File: src/rtl/adam_pipe_pkg.sv
// Shared types and constants for the pipeline hazard controller.
package adam_pipe_pkg;

    // Register addresses are stored zero-extended to this width, so slot_t stays fixed
    // while the controller's AW parameter may be anything up to AW_MAX.
    localparam int unsigned AW_MAX = 8;

    // Forward select value meaning "take the operand from the register file".
    localparam int unsigned FWD_RF = 0;

    // Slot indices of the named stages.
    localparam int unsigned SLOT_EX  = 0;
    localparam int unsigned SLOT_MEM = 1;
    localparam int unsigned SLOT_WB  = 2;

    typedef struct packed {
        logic              valid;
        logic              wr;
        logic              ld;
        logic              mop;
        logic [AW_MAX-1:0] rd;
        logic [AW_MAX-1:0] rs1;
        logic [AW_MAX-1:0] rs2;
    } slot_t;

endpackage

File: src/rtl/pipe_hazard_ctrl_slot_match.sv
// Compares one source register against the writer fields of one tracked slot.
// o_lo: hit on rd; o_hi: hit on the second mop result rd+1 (mod 2**AW).
module slot_match
    import adam_pipe_pkg::*;
#(
    parameter int unsigned AW = 6
) (
    input  logic [AW_MAX-1:0] i_rs,
    input  logic              i_valid,
    input  logic              i_wr,
    input  logic              i_mop,
    input  logic [AW_MAX-1:0] i_rd,
    output logic              o_lo,
    output logic              o_hi
);

    localparam logic [AW_MAX-1:0] RD_MASK = AW_MAX'((1 << AW) - 1);

    logic [AW_MAX-1:0] w_rd_inc;
    logic              w_live;

    // A wrapped rd+1 becomes 0, which the rs!=0 term already excludes.
    always_comb begin
        w_rd_inc = (i_rd + AW_MAX'(1)) & RD_MASK;
        w_live   = (i_rs != '0) && i_valid && i_wr;
        o_lo     = w_live && (i_rs == i_rd);
        o_hi     = w_live && i_mop && (i_rs == w_rd_inc);
    end

endmodule

File: src/rtl/pipe_hazard_ctrl.sv
// Hazard controller: tracks in-flight writers from EX onward, raises the ID stall,
// selects EX operand forwarding sources and counts stall/flush cycles.
module pipe_hazard_ctrl
    import adam_pipe_pkg::*;
#(
    parameter int unsigned AW       = 6,
    parameter int unsigned NSLOT    = 3,
    parameter int unsigned LD_READY = 1,
    parameter int unsigned MOP_SER  = 1,
    parameter int unsigned CW       = 32
) (
    input  logic                     i_clk,
    input  logic                     i_rst_n,
    input  logic                     i_iss_valid,
    input  logic                     i_iss_wr,
    input  logic                     i_iss_ld,
    input  logic                     i_iss_mop,
    input  logic [AW-1:0]            i_iss_rd,
    input  logic [AW-1:0]            i_iss_rs1,
    input  logic [AW-1:0]            i_iss_rs2,
    input  logic                     i_flush,
    output logic                     o_stall,
    output logic [$clog2(NSLOT)-1:0] o_fwd_a_sel,
    output logic                     o_fwd_a_hi,
    output logic [$clog2(NSLOT)-1:0] o_fwd_b_sel,
    output logic                     o_fwd_b_hi,
    output logic [CW-1:0]            o_stall_cnt,
    output logic [CW-1:0]            o_flush_cnt
);

    localparam int unsigned SW = $clog2(NSLOT);

    slot_t            r_slot [NSLOT];
    slot_t            w_id_entry;
    logic [CW-1:0]    r_stall_cnt;
    logic [CW-1:0]    r_flush_cnt;

    logic [NSLOT-1:0] w_id1_lo, w_id1_hi, w_id2_lo, w_id2_hi;
    logic [NSLOT-1:1] w_ex1_lo, w_ex1_hi, w_ex2_lo, w_ex2_hi;
    logic             w_load_use;
    logic             w_mop_busy;

    // Pack the ID instruction into slot form with zero-extended register addresses.
    always_comb begin
        w_id_entry       = '0;
        w_id_entry.valid = i_iss_valid;
        w_id_entry.wr    = i_iss_wr;
        w_id_entry.ld    = i_iss_ld;
        w_id_entry.mop   = i_iss_mop;
        w_id_entry.rd    = AW_MAX'(i_iss_rd);
        w_id_entry.rs1   = AW_MAX'(i_iss_rs1);
        w_id_entry.rs2   = AW_MAX'(i_iss_rs2);
    end

    // ID sources against every tracked slot.
    for (genvar k = 0; k < NSLOT; k++) begin : g_id
        slot_match #(.AW(AW)) u_rs1 (
            .i_rs    (w_id_entry.rs1),
            .i_valid (r_slot[k].valid),
            .i_wr    (r_slot[k].wr),
            .i_mop   (r_slot[k].mop),
            .i_rd    (r_slot[k].rd),
            .o_lo    (w_id1_lo[k]),
            .o_hi    (w_id1_hi[k])
        );
        slot_match #(.AW(AW)) u_rs2 (
            .i_rs    (w_id_entry.rs2),
            .i_valid (r_slot[k].valid),
            .i_wr    (r_slot[k].wr),
            .i_mop   (r_slot[k].mop),
            .i_rd    (r_slot[k].rd),
            .o_lo    (w_id2_lo[k]),
            .o_hi    (w_id2_hi[k])
        );
    end

    // EX sources against the older slots; slot0 is the consumer itself.
    for (genvar k = 1; k < NSLOT; k++) begin : g_ex
        slot_match #(.AW(AW)) u_rs1 (
            .i_rs    (r_slot[SLOT_EX].rs1),
            .i_valid (r_slot[k].valid),
            .i_wr    (r_slot[k].wr),
            .i_mop   (r_slot[k].mop),
            .i_rd    (r_slot[k].rd),
            .o_lo    (w_ex1_lo[k]),
            .o_hi    (w_ex1_hi[k])
        );
        slot_match #(.AW(AW)) u_rs2 (
            .i_rs    (r_slot[SLOT_EX].rs2),
            .i_valid (r_slot[k].valid),
            .i_wr    (r_slot[k].wr),
            .i_mop   (r_slot[k].mop),
            .i_rd    (r_slot[k].rd),
            .o_lo    (w_ex2_lo[k]),
            .o_hi    (w_ex2_hi[k])
        );
    end

    // Stall causes: load data not yet forwardable, or a mop still occupying early slots.
    always_comb begin
        w_load_use = 1'b0;
        w_mop_busy = 1'b0;
        for (int k = 0; k < NSLOT; k++) begin
            if (k < LD_READY && r_slot[k].ld &&
                (w_id1_lo[k] || w_id1_hi[k] || w_id2_lo[k] || w_id2_hi[k])) begin
                w_load_use = 1'b1;
            end
            if (k < NSLOT - 1 && r_slot[k].valid && r_slot[k].mop) begin
                w_mop_busy = 1'b1;
            end
        end
        o_stall = i_iss_valid && !i_flush &&
                  (w_load_use || ((MOP_SER != 0) && i_iss_mop && w_mop_busy));
    end

    // Forward priority: scan oldest to youngest so the smallest matching slot wins.
    always_comb begin
        o_fwd_a_sel = SW'(FWD_RF);
        o_fwd_a_hi  = 1'b0;
        o_fwd_b_sel = SW'(FWD_RF);
        o_fwd_b_hi  = 1'b0;
        for (int k = NSLOT - 1; k >= 1; k--) begin
            if (r_slot[SLOT_EX].valid && (w_ex1_lo[k] || w_ex1_hi[k])) begin
                if (r_slot[k].ld && k < LD_READY) begin
                    o_fwd_a_sel = SW'(FWD_RF);
                    o_fwd_a_hi  = 1'b0;
                end else begin
                    o_fwd_a_sel = SW'(k);
                    o_fwd_a_hi  = w_ex1_hi[k];
                end
            end
            if (r_slot[SLOT_EX].valid && (w_ex2_lo[k] || w_ex2_hi[k])) begin
                if (r_slot[k].ld && k < LD_READY) begin
                    o_fwd_b_sel = SW'(FWD_RF);
                    o_fwd_b_hi  = 1'b0;
                end else begin
                    o_fwd_b_sel = SW'(k);
                    o_fwd_b_hi  = w_ex2_hi[k];
                end
            end
        end
    end

    // Slot pipeline: ID enters slot0 unless stalled or killed; everything else shifts.
    always_ff @(posedge i_clk or negedge i_rst_n) begin
        if (!i_rst_n) begin
            for (int k = 0; k < NSLOT; k++) begin
                r_slot[k] <= '0;
            end
        end else begin
            r_slot[SLOT_EX] <= (i_iss_valid && !o_stall && !i_flush) ? w_id_entry : '0;
            for (int k = 1; k < NSLOT; k++) begin
                r_slot[k] <= r_slot[k-1];
            end
        end
    end

    // Saturating performance counters; o_stall is already masked by flush.
    always_ff @(posedge i_clk or negedge i_rst_n) begin
        if (!i_rst_n) begin
            r_stall_cnt <= '0;
            r_flush_cnt <= '0;
        end else begin
            if (o_stall && (r_stall_cnt != '1)) begin
                r_stall_cnt <= r_stall_cnt + CW'(1);
            end
            if (i_flush && (r_flush_cnt != '1)) begin
                r_flush_cnt <= r_flush_cnt + CW'(1);
            end
        end
    end

    assign o_stall_cnt = r_stall_cnt;
    assign o_flush_cnt = r_flush_cnt;

endmodule
File: config.mk
export PLATFORM = sky130hd
export DESIGN_NAME = pipe_hazard_ctrl
export DESIGN_NICKNAME = d
export VERILOG_FILES = /design/src/rtl/adam_pipe_pkg.sv /design/src/rtl/pipe_hazard_ctrl_slot_match.sv /design/src/rtl/pipe_hazard_ctrl.sv
export SDC_FILE = /design/constraint.sdc
export NUM_CORES = 1
export LEC_CHECK = 0
export ABC_AREA = 1
export BUFFER_PORTS_ARGS = -buffer_cell sky130_fd_sc_hd__buf_2
export CAP_MARGIN = 20
export CORE_UTILIZATION = 54
export CTS_BUF_LIST = sky130_fd_sc_hd__clkbuf_4 sky130_fd_sc_hd__clkbuf_8
export CTS_CLUSTER_DIAMETER = 100
export DETAILED_ROUTE_END_ITERATION = 16
export PLACE_DENSITY = 0.79
export SETUP_SLACK_MARGIN = 0.15
export SLEW_MARGIN = 20
export SYNTH_ARGS = -nofsm -noshare
export SYNTH_HDL_FRONTEND = slang
export SYNTH_SLANG_ARGS = --single-unit
File: constraint.sdc
create_clock -name i_clk -period 2.2 [get_ports i_clk]
set_clock_uncertainty 0.2 [all_clocks]
set_input_delay 0.55 -clock i_clk [delete_from_list [all_inputs] [get_ports i_clk]]
set_output_delay 0.55 -clock i_clk [all_outputs]
set_load 0.005 [all_outputs]
* Yosys cells after proc, flatten, opt, wreduce, memory -nomap -nowiden
Index checks and enable logic that the tools add are counted.
** Storage, ports and cells
- Input bits :: 25
- Memories kept :: 0
- Bits in latches :: 0
- Bits in read-only memories :: 0
- Bits in writable memories :: 0
- Flip-flop bits (word level) :: 114
- Output and inout bits :: 71
** Cells by class
- Muxes and demuxes :: 12
- Equality and inequality tests :: 14
- Multipliers :: 0
- Shift-type cells :: 0
- Reduce and logical (&&, ||, !) cells :: 58
- Div/mod/pow operators :: 0
- Bitwise logic cells :: 0
- Add/subtract/negate cells :: 5
- Magnitude comparators :: 0
** Operators with widths (count)
- $add A32 B1 Y32 const B :: 2
- $ne A32 B32 Y1 const B :: 2
- $logic_and A1 B1 Y1 :: 44
- $eq A8 B6 Y1 :: 4
- $eq A8 B8 Y1 :: 4
- $reduce_bool A8 Y1 :: 4
- $mux W28 :: 1
- $add A6 B1 Y6 const B :: 3
- $eq A6 B8 Y1 :: 2
- $eq A6 B6 Y1 :: 2
- $logic_or A1 B1 Y1 :: 8
- $mux W2 :: 4
- $mux W1 :: 7
- $logic_not A1 Y1 :: 2

* Depth between registers and ports, before layout
Gate-level depths: netlist (run 1).
- Word-level depth :: 16
- Depth in mapped cells :: 17
- Mapped depth without buffers :: 16

* By module
A second synthesis (run 1) with hierarchy kept.
** Second synthesis, totals
- Cell total of the unflattened synthesis :: 1227
- Area, all modules :: 7613.6 um^2
** By module, submodules not included
- pipe_hazard_ctrl :: area each 5526.6 um^2, cells each 789, times used 1
- slot_match :: area each 347.8 um^2, cells each 73, times used 6

* Least setup slack after synthesis (run 1)
Ideal clock, no wire load.
- Kind :: reg2out
- From :: register r_slot[72] (netlist name)
- To :: output o_stall
- Data arrival time :: 1679 ps
- Cell stages (with the launch flop) :: 14
- Path slack :: -229 ps
- Buffers on the path :: 1
- Cell sequence :: dfrtp_1 > ha_1 > a21oi_1 > nand3_1 > nor2_1 > nand2_1 > nor2_1 > nor2_1 > nand2_1 > nand2_2 > nand2_4 > buf_4 > nand2_1 > inv_1
** Between the ends
- Word-level cells in the longest chain between the ends :: 10
** RTL lines
- start: declaration :: RTL line pipe_hazard_ctrl.sv:33 : slot_t r_slot [NSLOT];
- start signal: indexed assignment :: RTL line pipe_hazard_ctrl.sv:151 : r_slot[SLOT_EX] <= (i_iss_valid && !o_stall && !i_flush) ? w_id_entry : '0;
- start signal: indexed assignment :: RTL line pipe_hazard_ctrl.sv:153 : r_slot[k] <= r_slot[k-1];
- $add A6 B1 Y6 :: RTL line pipe_hazard_ctrl_slot_match.sv:24 : w_rd_inc = (i_rd + AW_MAX'(1)) & RD_MASK;
- $eq A6 B6 Y1 :: RTL line pipe_hazard_ctrl_slot_match.sv:27 : o_hi = w_live && i_mop && (i_rs == w_rd_inc);
- $logic_and A1 B1 Y1 :: RTL line pipe_hazard_ctrl_slot_match.sv:27
- $logic_or A1 B1 Y1 (2 in series) :: RTL line pipe_hazard_ctrl.sv:105 : (w_id1_lo[k] || w_id1_hi[k] || w_id2_lo[k] || w_id2_hi[k])) begin
- $logic_or A1 B1 Y1 (*) :: RTL line pipe_hazard_ctrl.sv:105
- $logic_and A1 B1 Y1 (*) :: RTL line pipe_hazard_ctrl.sv:104 : if (k < LD_READY && r_slot[k].ld &&
- $mux W1 (*) :: RTL line pipe_hazard_ctrl.sv:104
- $logic_or A1 B1 Y1 (*) :: RTL line pipe_hazard_ctrl.sv:113 : (w_load_use || ((MOP_SER != 0) && i_iss_mop && w_mop_busy));
- $logic_and A1 B1 Y1 (*) :: RTL line pipe_hazard_ctrl.sv:112 : o_stall = i_iss_valid && !i_flush &&
- end: declaration :: RTL line pipe_hazard_ctrl.sv:22 : output logic o_stall,
Mark *: on every way between the ends. The rest lies on a longest branch, timed or not.

* Final worst setup path (run 1)
- From :: register r_slot[44] (netlist name)
- To :: output o_fwd_a_sel[0]
** Between the ends
- Word-level cells in the longest chain between the ends :: 6
** RTL lines
- $add A6 B1 Y6 :: RTL line pipe_hazard_ctrl_slot_match.sv:24
- $eq A8 B6 Y1 :: RTL line pipe_hazard_ctrl_slot_match.sv:27
- $logic_and A1 B1 Y1 :: RTL line pipe_hazard_ctrl_slot_match.sv:27
- $logic_or A1 B1 Y1 (*) :: RTL line pipe_hazard_ctrl.sv:123 : if (r_slot[SLOT_EX].valid && (w_ex1_lo[k] || w_ex1_hi[k])) begin
- $logic_and A1 B1 Y1 (*) :: RTL line pipe_hazard_ctrl.sv:123
- $mux W2 (*) :: RTL line pipe_hazard_ctrl.sv:123
- end: declaration :: RTL line pipe_hazard_ctrl.sv:23 : output logic [$clog2(NSLOT)-1:0] o_fwd_a_sel,
Marks and branches as above.

==> metrics.md, run 1 <==
| Metric | Value |
|---|---|
| Vias in the first global route | 6132 |
| WP data required | 1450 ps |
| Die X | roughly 110 µm |
| Starting Density | 55.5% |
| CTS root buf | clkbuf_8 |
| Wire length per cell | 15.4 µm |
| First-pass GRT wire length | between 20 and 30 mm |
| H-tree depth | 3 |
| Final core utilization | between 70% and 80% |
| Clock Latency Late Sink | 370 ps |
| Final slew viol count | 0 |
| IO Count | 96 |
| DP Cell Count | 1150 |
| CP endpoint kind | primary output |
| Detailed Route Iter0 Violations | 390 |
| Synth Register Bits | around 100 |
| CP Max Fanout | 4 |
| Final ANT Viol Nets | 0 |
| Routed vias | 6479 |
| Drt first pass iters | 5 |
| Area Overhead vs Synth | 38.6% |
| EDFF count, synth | 0 |
| GRT overflow | 0 |
| Seq/Total Area, Yosys | 40.9% |
| Primary FF master, synth | dfrtp_1 |
| Largest net degree at the start of global routing | 50 |
| Worst path cell trace | ha_4 -> inv_2 -> nand2_2 -> nand2_4 -> xnor2_2 -> nor4_2 -> nand4_1 -> a21oi_1 -> buf_2 |
| Hpwl dp | 12.8 mm |
| HP Class | in2reg |
| Unrepaired setup endpoints after global routing | true |
| Failing checks | setup timing |
| Initial antenna violation count | 0 |
| Diodes inserted | 0 |
| Clk sinks | approximately 100 |
| Leak pwr | 4.42 nW |
| Area contributors post-synth | dfrtp_1 (41%), nand2_1 (13%), xor2_1 (8.4%) |
| Cell accounting for the most synthesized area | dfrtp_1 |
| GRT Util Overall | 29.7% |
| Synth cell count leaders | nand2_1 (225), nor2_1 (114), dfrtp_1 (104) |
| CTS tree | yes |
| Final worst slack | -659 ps |
| CP Launch Type | flip-flop |
| Final Cycle Share | 130% |
| Share of post-route cells with drive strength above 1 | 34.2% |
| Vias per inst | 5.40 |
| Synthesized instance count | 848 |
| Dpl ws | -283 ps |
| Arr. time, crit path | 2110 ps |
| P per Cell Area | 452 mW/mm² |
| Slew @ Worst Pin | 438 ps |
| CP max stage delay | between 400 and 500 ps |
| Minimum clock period | 2860 ps |
| Final Hold Slack | 173 ps |
| Nets@finish | 1081 |
| Setup Crit Path Kind | reg2out |
| GPL Wtd Cong | 0.967 |
| CTS Buffer Depth | 2 |
| Cell variety after synth | 34 |
| Die height | between 100 and 150 µm |
| Clock power frac | ~28% |
| P_int | 2.83 mW |
| Post-synthesis average cell area | 7.51 µm² |
| Highest clock rate | 350 MHz |
| Die area | 0.0122 mm² |
| # rows | 39 |
| Share of the synthesized area in the top cell type | between 40% and 50% |
| Sw Ratio | between 20% and 30% |
| Port bufs | 95 |
| Final hold vios | 0 |
| Final wirelength | 18.5 mm |
| Mapped Nets | 878 |
| Final Power | roughly 4 mW |
| NetSw | about 1.2 mW |
| Most frequent cell after synthesis | nand2_1 |
| Post-synthesis async set-or-reset flop share | 100% |
| Logic pwr share | 18.0% |
| Slew HR | 70.8% |
| Finished Cell Area | 0.00882 mm² |
| VDD IR max | 0.381 mV |
| CP max stage cell | dfrtp_2 |
| Clk slew on worst S/H paths | 100 ps |
| Drt drc | 0 |
| Status | finished with violations |
| Yosys warns | 0 |
| Placed Area | approximately 0.0076 mm² |
| Core Box Area | 0.0115 mm² |
| Final setup viols | 39 |
| Non-Filler Instances | about 1200 |
| Setup TNS | -16430 ps |
| Post-Syn Area | 0.00637 mm² |
| Total CTS buffers | 9 |
| Max Cap Viol | 0 |
| Reg power frac | 53.5% |
per-layer routing:
| layer | GRT usage (%) | part of all wire (%) | vias up |
|---|---|---|---|
| met3 | 4.83 | 5.6 | 49 |
| li1 | - | - | 3127 |
| met5 | 0 | 0 | - |
| met2 | 49.0 | 49 | 241 |
| met1 | 38.7 | 41 | 3062 |
| met4 | 12.6 | 3.5 | 0 |
area by class of cell:
class / instances / area (µm²)
Timing Repair Buffer: 211 / 1640
Clock buffer: 11 / 151
Tap cell: 143 / 179
Multi-Input combinational cell: 630 / 3840
Clock inverter: 5 / 38.8
Fill cell: 801 / 2650
Sequential cell: 104 / 2610
Inverter: 95 / 359
logic make-up after synthesis:
family          after synthesis  synth area share (%)
simple gates                509                  35.9
buf+inv                     114                  7.33
flops                       104                  40.9
xor+xnor                     97                  13.3
compound gates               19                  1.57
fa+ha+maj                     5                 0.983
placed cells by master (no fill, tap or decap), types with 2 or more instances in the layout:
cell type and instances:
nor3_2 4, a21oi_2 4, nor2_2 16, nor4_2 3, o21ai_0 3, nor2_1 83
inv_1 83, buf_2 94, nand2_2 31, dfrtp_1 98, a21oi_1 5, clkinv_4 2
nand3_4 6, dfrtp_2 6, nor3_1 24, o21ai_1 4, buf_6 12, buf_12 7
nor2_4 17, nor3b_2 2, buf_8 3, nand3b_1 3, nor4_1 5, clkbuf_8 11
xor2_1 61, nand3_2 10, buf_16 6, nand3_1 44, or2_2 2, ha_4 3
xnor2_1 33, buf_4 87, xnor2_2 3, inv_2 10, nand2_4 11, nand2_1 186
nand4_1 57
final timing paths:
| kind | start | to | slack [ps] | cells past startpoint |
|---|---|---|---|---|
| max in group asynchronous | i_rst_n | r_slot[44]$_DFF_PN0_ | 710 | 3 |
| hold reg to reg | r_slot[80]$_DFF_PN0_ | r_slot[52]$_DFF_PN0_ | 190 | 0 |
| min in group asynchronous | i_rst_n | o_flush_cnt[2]$_DFFE_PN0P_ | 450 | 2 |
| setup / recovery | r_slot[44]$_DFF_PN0_ | o_fwd_a_sel[0] | -660 | 9 |
| setup reg to reg | r_slot[73]$_DFF_PN0_ | o_stall_cnt[16]$_DFFE_PN0P_ | -410 | 17 |
| hold / removal | i_iss_rd[3] | r_slot[75]$_DFF_PN0_ | 170 | 3 |
registers in the layout, summed over array words and instances (netlist names):
name,flops
o_stall_cnt,32
r_slot,40
o_flush_cnt,32
power by group through the flow:
stage | Clock (mW) | Combinational (mW) | Sequential (mW)
6_report | 1.14 | 0.717 | 2.13
5_1_grt | 1.23 | 0.797 | 2.15
4_1_cts | 1.16 | 0.634 | 2.12
3_5_place_dp | 0 | 0.585 | 2.15
3_3_place_gp | 0 | 0.575 | 2.15
2_1_floorplan | 0 | 0.295 | 2.15
timing repair:
action / 4_1_cts / 5_1_grt
hold buffers: 1 / 0
pin swaps: 25 / 37
endpoints found under the setup margin: 66 / 85
endpoints found under the hold margin: 30 / 0
setup buffers: 11 / 14
gates resized for setup: 51 / 124
cloned: 6 / 1
worst max-delay path, delay by kind of cell (launching register included):
family                     cells  cell delay (ps)
DFF                            1              470
adders and majority gates      1              190
buffers and inverters          2              190
AOI/OAI and AO/OA              1              190
and+or+nand+nor                4              620
xor gates and xnor gates       1               70
No activity file was read; power rests on OpenSTA's default activity.
==> run 2: changes to the inputs <==
==> constraint.sdc (replaced) <==
create_clock -name i_clk -period 2.6 [get_ports i_clk]
set_clock_uncertainty 0.2 [all_clocks]
set_input_delay 0.65 -clock i_clk [delete_from_list [all_inputs] [get_ports i_clk]]
set_output_delay 0.65 -clock i_clk [all_outputs]
set_load 0.005 [all_outputs]
==> run 2 against run 1 <==
Effect of this change:
- the flow still finishes with violations (setup timing)
- combinational power decreased by 35%
- sequential share of layout area grew 4.7 points
- flip-flop and latch count did not move
- sequential power is 15% lower
- clock power rose by 6%
- utilization decreased by 11 points
- critical path depth fell by 2
- cell area down 14%
- power decreased by 13%
- register-to-register slack improved by 570 ps
- critical path type unchanged
==> metrics.md, run 2 (synthesis results as in run 1) <==
| Metric | Value |
|---|---|
| Core Box Area | 0.0115 mm² (unchanged) |
| Failing checks | setup timing (unchanged) |
| CP max stage cell | dfrtp_1 (was dfrtp_2) |
| Final slew viol count | 0 (unchanged) |
| CTS Buffer Depth | 2 (unchanged) |
| Die X | 111 µm (unchanged) |
| Final Hold Slack | 42.8 ps (was 173 ps) |
| Max reg flops | 40 (unchanged) |
| Share of post-route cells with drive strength above 1 | 18.4% (was 34.2%) |
| Final hold vios | 0 (unchanged) |
| Total CTS buffers | 9 (unchanged) |
| GRT overflow | 0 (unchanged) |
| Setup Crit Path Kind | reg2out (unchanged) |
| CTS root buf | clkbuf_8 (unchanged) |
| Clock Latency Late Sink | 390 ps (was 370 ps) |
| Die height | 111 µm (unchanged) |
| Slew HR | 62.6% (was 70.8%) |
| Dpl ws | -55.1 ps (was -283 ps) |
| Area Overhead vs Synth | 19.4% (was 38.6%) |
| Filler Cell Count | 1013 (was 801) |
| CTS tree | yes (unchanged) |
| Unrepaired setup endpoints after global routing | true (unchanged) |
| Largest net degree at the start of global routing | 44 (was 50) |
| Worst path bufs/invs | 2 (unchanged) |
| CP max stage delay | 430 ps (was 470 ps) |
| Wire length per cell | 14.5 µm (was 15.4 µm) |
| GPL Wtd Cong | 0.974 (was 0.967) |
| Final ANT Viol Nets | 0 (unchanged) |
| Routed vias | 5985 (was 6479) |
| Final wirelength | 16.2 mm (was 18.5 mm) |
| Max Cap Viol | 0 (unchanged) |
| VDD IR max | 0.440 mV (was 0.381 mV) |
| Most common cell after layout, fill and taps aside | nand2_1 (unchanged) |
| Initial antenna violation count | 1 (was 0) |
| Final Power | 3.48 mW (was 3.99 mW) |
| Starting Density | 55.5% (unchanged) |
| CP endpoint kind | primary output (unchanged) |
| CP Max Fanout | 3 (was 4) |
| H-tree depth | 3 (unchanged) |
| GRT Util Overall | 27.7% (was 29.7%) |
| Most frequent cells in the layout | nand2_1 (224), nor2_1 (112), dfrtp_1 (103), buf_2 (94), inv_1 (91) (was nand2_1 (186), dfrtp_1 (98), buf_2 (94), buf_4 (87)) |
| Detailed Route Iter0 Violations | 337 (was 390) |
| Routed met1 length | 6.93 mm (was 7.66 mm) |
| HP Class | in2async (was in2reg) |
| Final worst slack | -361 ps (was -659 ps) |
| Clk slew on worst S/H paths | 90 ps (was 100 ps) |
| Leak pwr | 3.89 nW (was 4.42 nW) |
| Drt drc | 0 (unchanged) |
| Vias per inst | 5.33 (was 5.40) |
| Most flop-heavy register | r_slot (unchanged) |
| WP data required | 1750 ps (was 1450 ps) |
| Nets@finish | 1003 (was 1081) |
| Die area | 0.0122 mm² (unchanged) |
| DR top layer | met4 (unchanged) |
| Detail Route met2 WL | 8.04 mm (was 9.16 mm) |
| Crit path max-delay family | simple AND/OR/NAND/NOR gates (unchanged) |
| Final Cycle Share | 114% |
| Port bufs | 95 (unchanged) |
| Status | finished with violations (unchanged) |
| Vias in the first global route | 5687 (was 6132) |
| Slew @ Worst Pin | 561 ps (was 438 ps) |
| Wire length on met3 | 860 µm (was 1.04 mm) |
| Drt first pass iters | 7 (was 5) |
| P per Cell Area | 457 mW/mm² (was 452 mW/mm²) |
| Arr. time, crit path | 2110 ps (about the same) |
| Clk sinks | 104 (unchanged) |
| IO Count | 96 (unchanged) |
| Minimum clock period | 2960 ps |
| CP Launch Type | flip-flop (unchanged) |
| Hpwl dp | 12.4 mm (was 12.8 mm) |
| Final setup viols | 7 (was 39) |
| # rows | 39 (unchanged) |
| Worst path cell trace | ha_4 -> buf_6 -> xor2_1 -> nor4_1 -> nand3b_1 -> a21oi_1 -> buf_2 (was ha_4 -> inv_2 -> nand2_2 -> nand2_4 -> xnor2_2 -> nor4_2 -> nand4_1 -> a21oi_1 -> buf_2) |
| First-pass GRT wire length | 27.1 mm (was 29.2 mm) |
| Final core utilization | 66.3% (was 76.9%) |
| Highest clock rate | 338 MHz |
[run 2: final timing paths]
check | start | depth (start not counted) | endpoint | slack, ps
setup / recovery | r_slot[45]$_DFF_PN0_ | 7 | o_fwd_b_hi | -360
hold / removal | i_rst_n | 1 | o_stall_cnt[9]$_DFFE_PN0P_ | 40
setup reg to reg | r_slot[72]$_DFF_PN0_ | 15 | o_stall_cnt[9]$_DFFE_PN0P_ | 160
hold reg to reg | r_slot[80]$_DFF_PN0_ | 0 | r_slot[52]$_DFF_PN0_ | 170
max in group asynchronous | i_rst_n | 2 | r_slot[74]$_DFF_PN0_ | 1430
min in group i_clk | r_slot[80]$_DFF_PN0_ | 0 | r_slot[52]$_DFF_PN0_ | 170
[run 2: timing repair]
action	4_1_cts	5_1_grt
hold buffers	0	0
pin swaps	13	6
resized for setup	21	8
gates cloned	1	1
setup buffers	1	0
setup endpoints to repair	36	37
[run 2: cell type report]
cell class / count / area, µm² / area share [%]
antenna: 1 / 2.50 / 0.0329
clock buffer: 10 / 131 / 1.73
clock inverter: 6 / 115 / 1.51
inverter: 95 / 358 / 4.71
multi-input combinational: 632 / 3430 / 45.1
sequential: 104 / 2600 / 34.2
tap: 143 / 179 / 2.35
timing repair buffer: 131 / 785 / 10.3
[run 2: power by group]
group	leakage (nW)	internal (mW)	switching (mW)
Sequential	1.40	1.70	0.102
Clock	0.121	0.655	0.557
Combinational	2.37	0.205	0.261
Total	3.89	2.56	0.919
[run 2: through the flow]
stage	cells	area (µm²)	TNS, ps
after floorplan	848	6370	0
after global placement	1102	7200	-603
after detailed placement	1102	7200	-842
after CTS	1120	7560	-2270
after global routing	1122	7600	-3170
final	1122	7600	-2150
[run 2: worst reg2reg max path, cell delays in order (launching register included)]
cell and delay [ps]:
dfrtp_1 430, ha_4 270, a21oi_1 120, nand3_1 90
nor2_1 110, nand2_1 50, nor2_1 80, nor2_1 40
nand2_1 80, nand2_2 80, nand2_4 60, buf_4 270
buf_8 220, nand3_1 100, nand2_1 80, nand2_1 50
[run 2: per-layer routing]
layer	GRT usage, %	up-vias
li1	-	2974
met1	35.1	2794
met2	47.1	183
met3	5.27	34
met4	10.3	0
met5	0	-
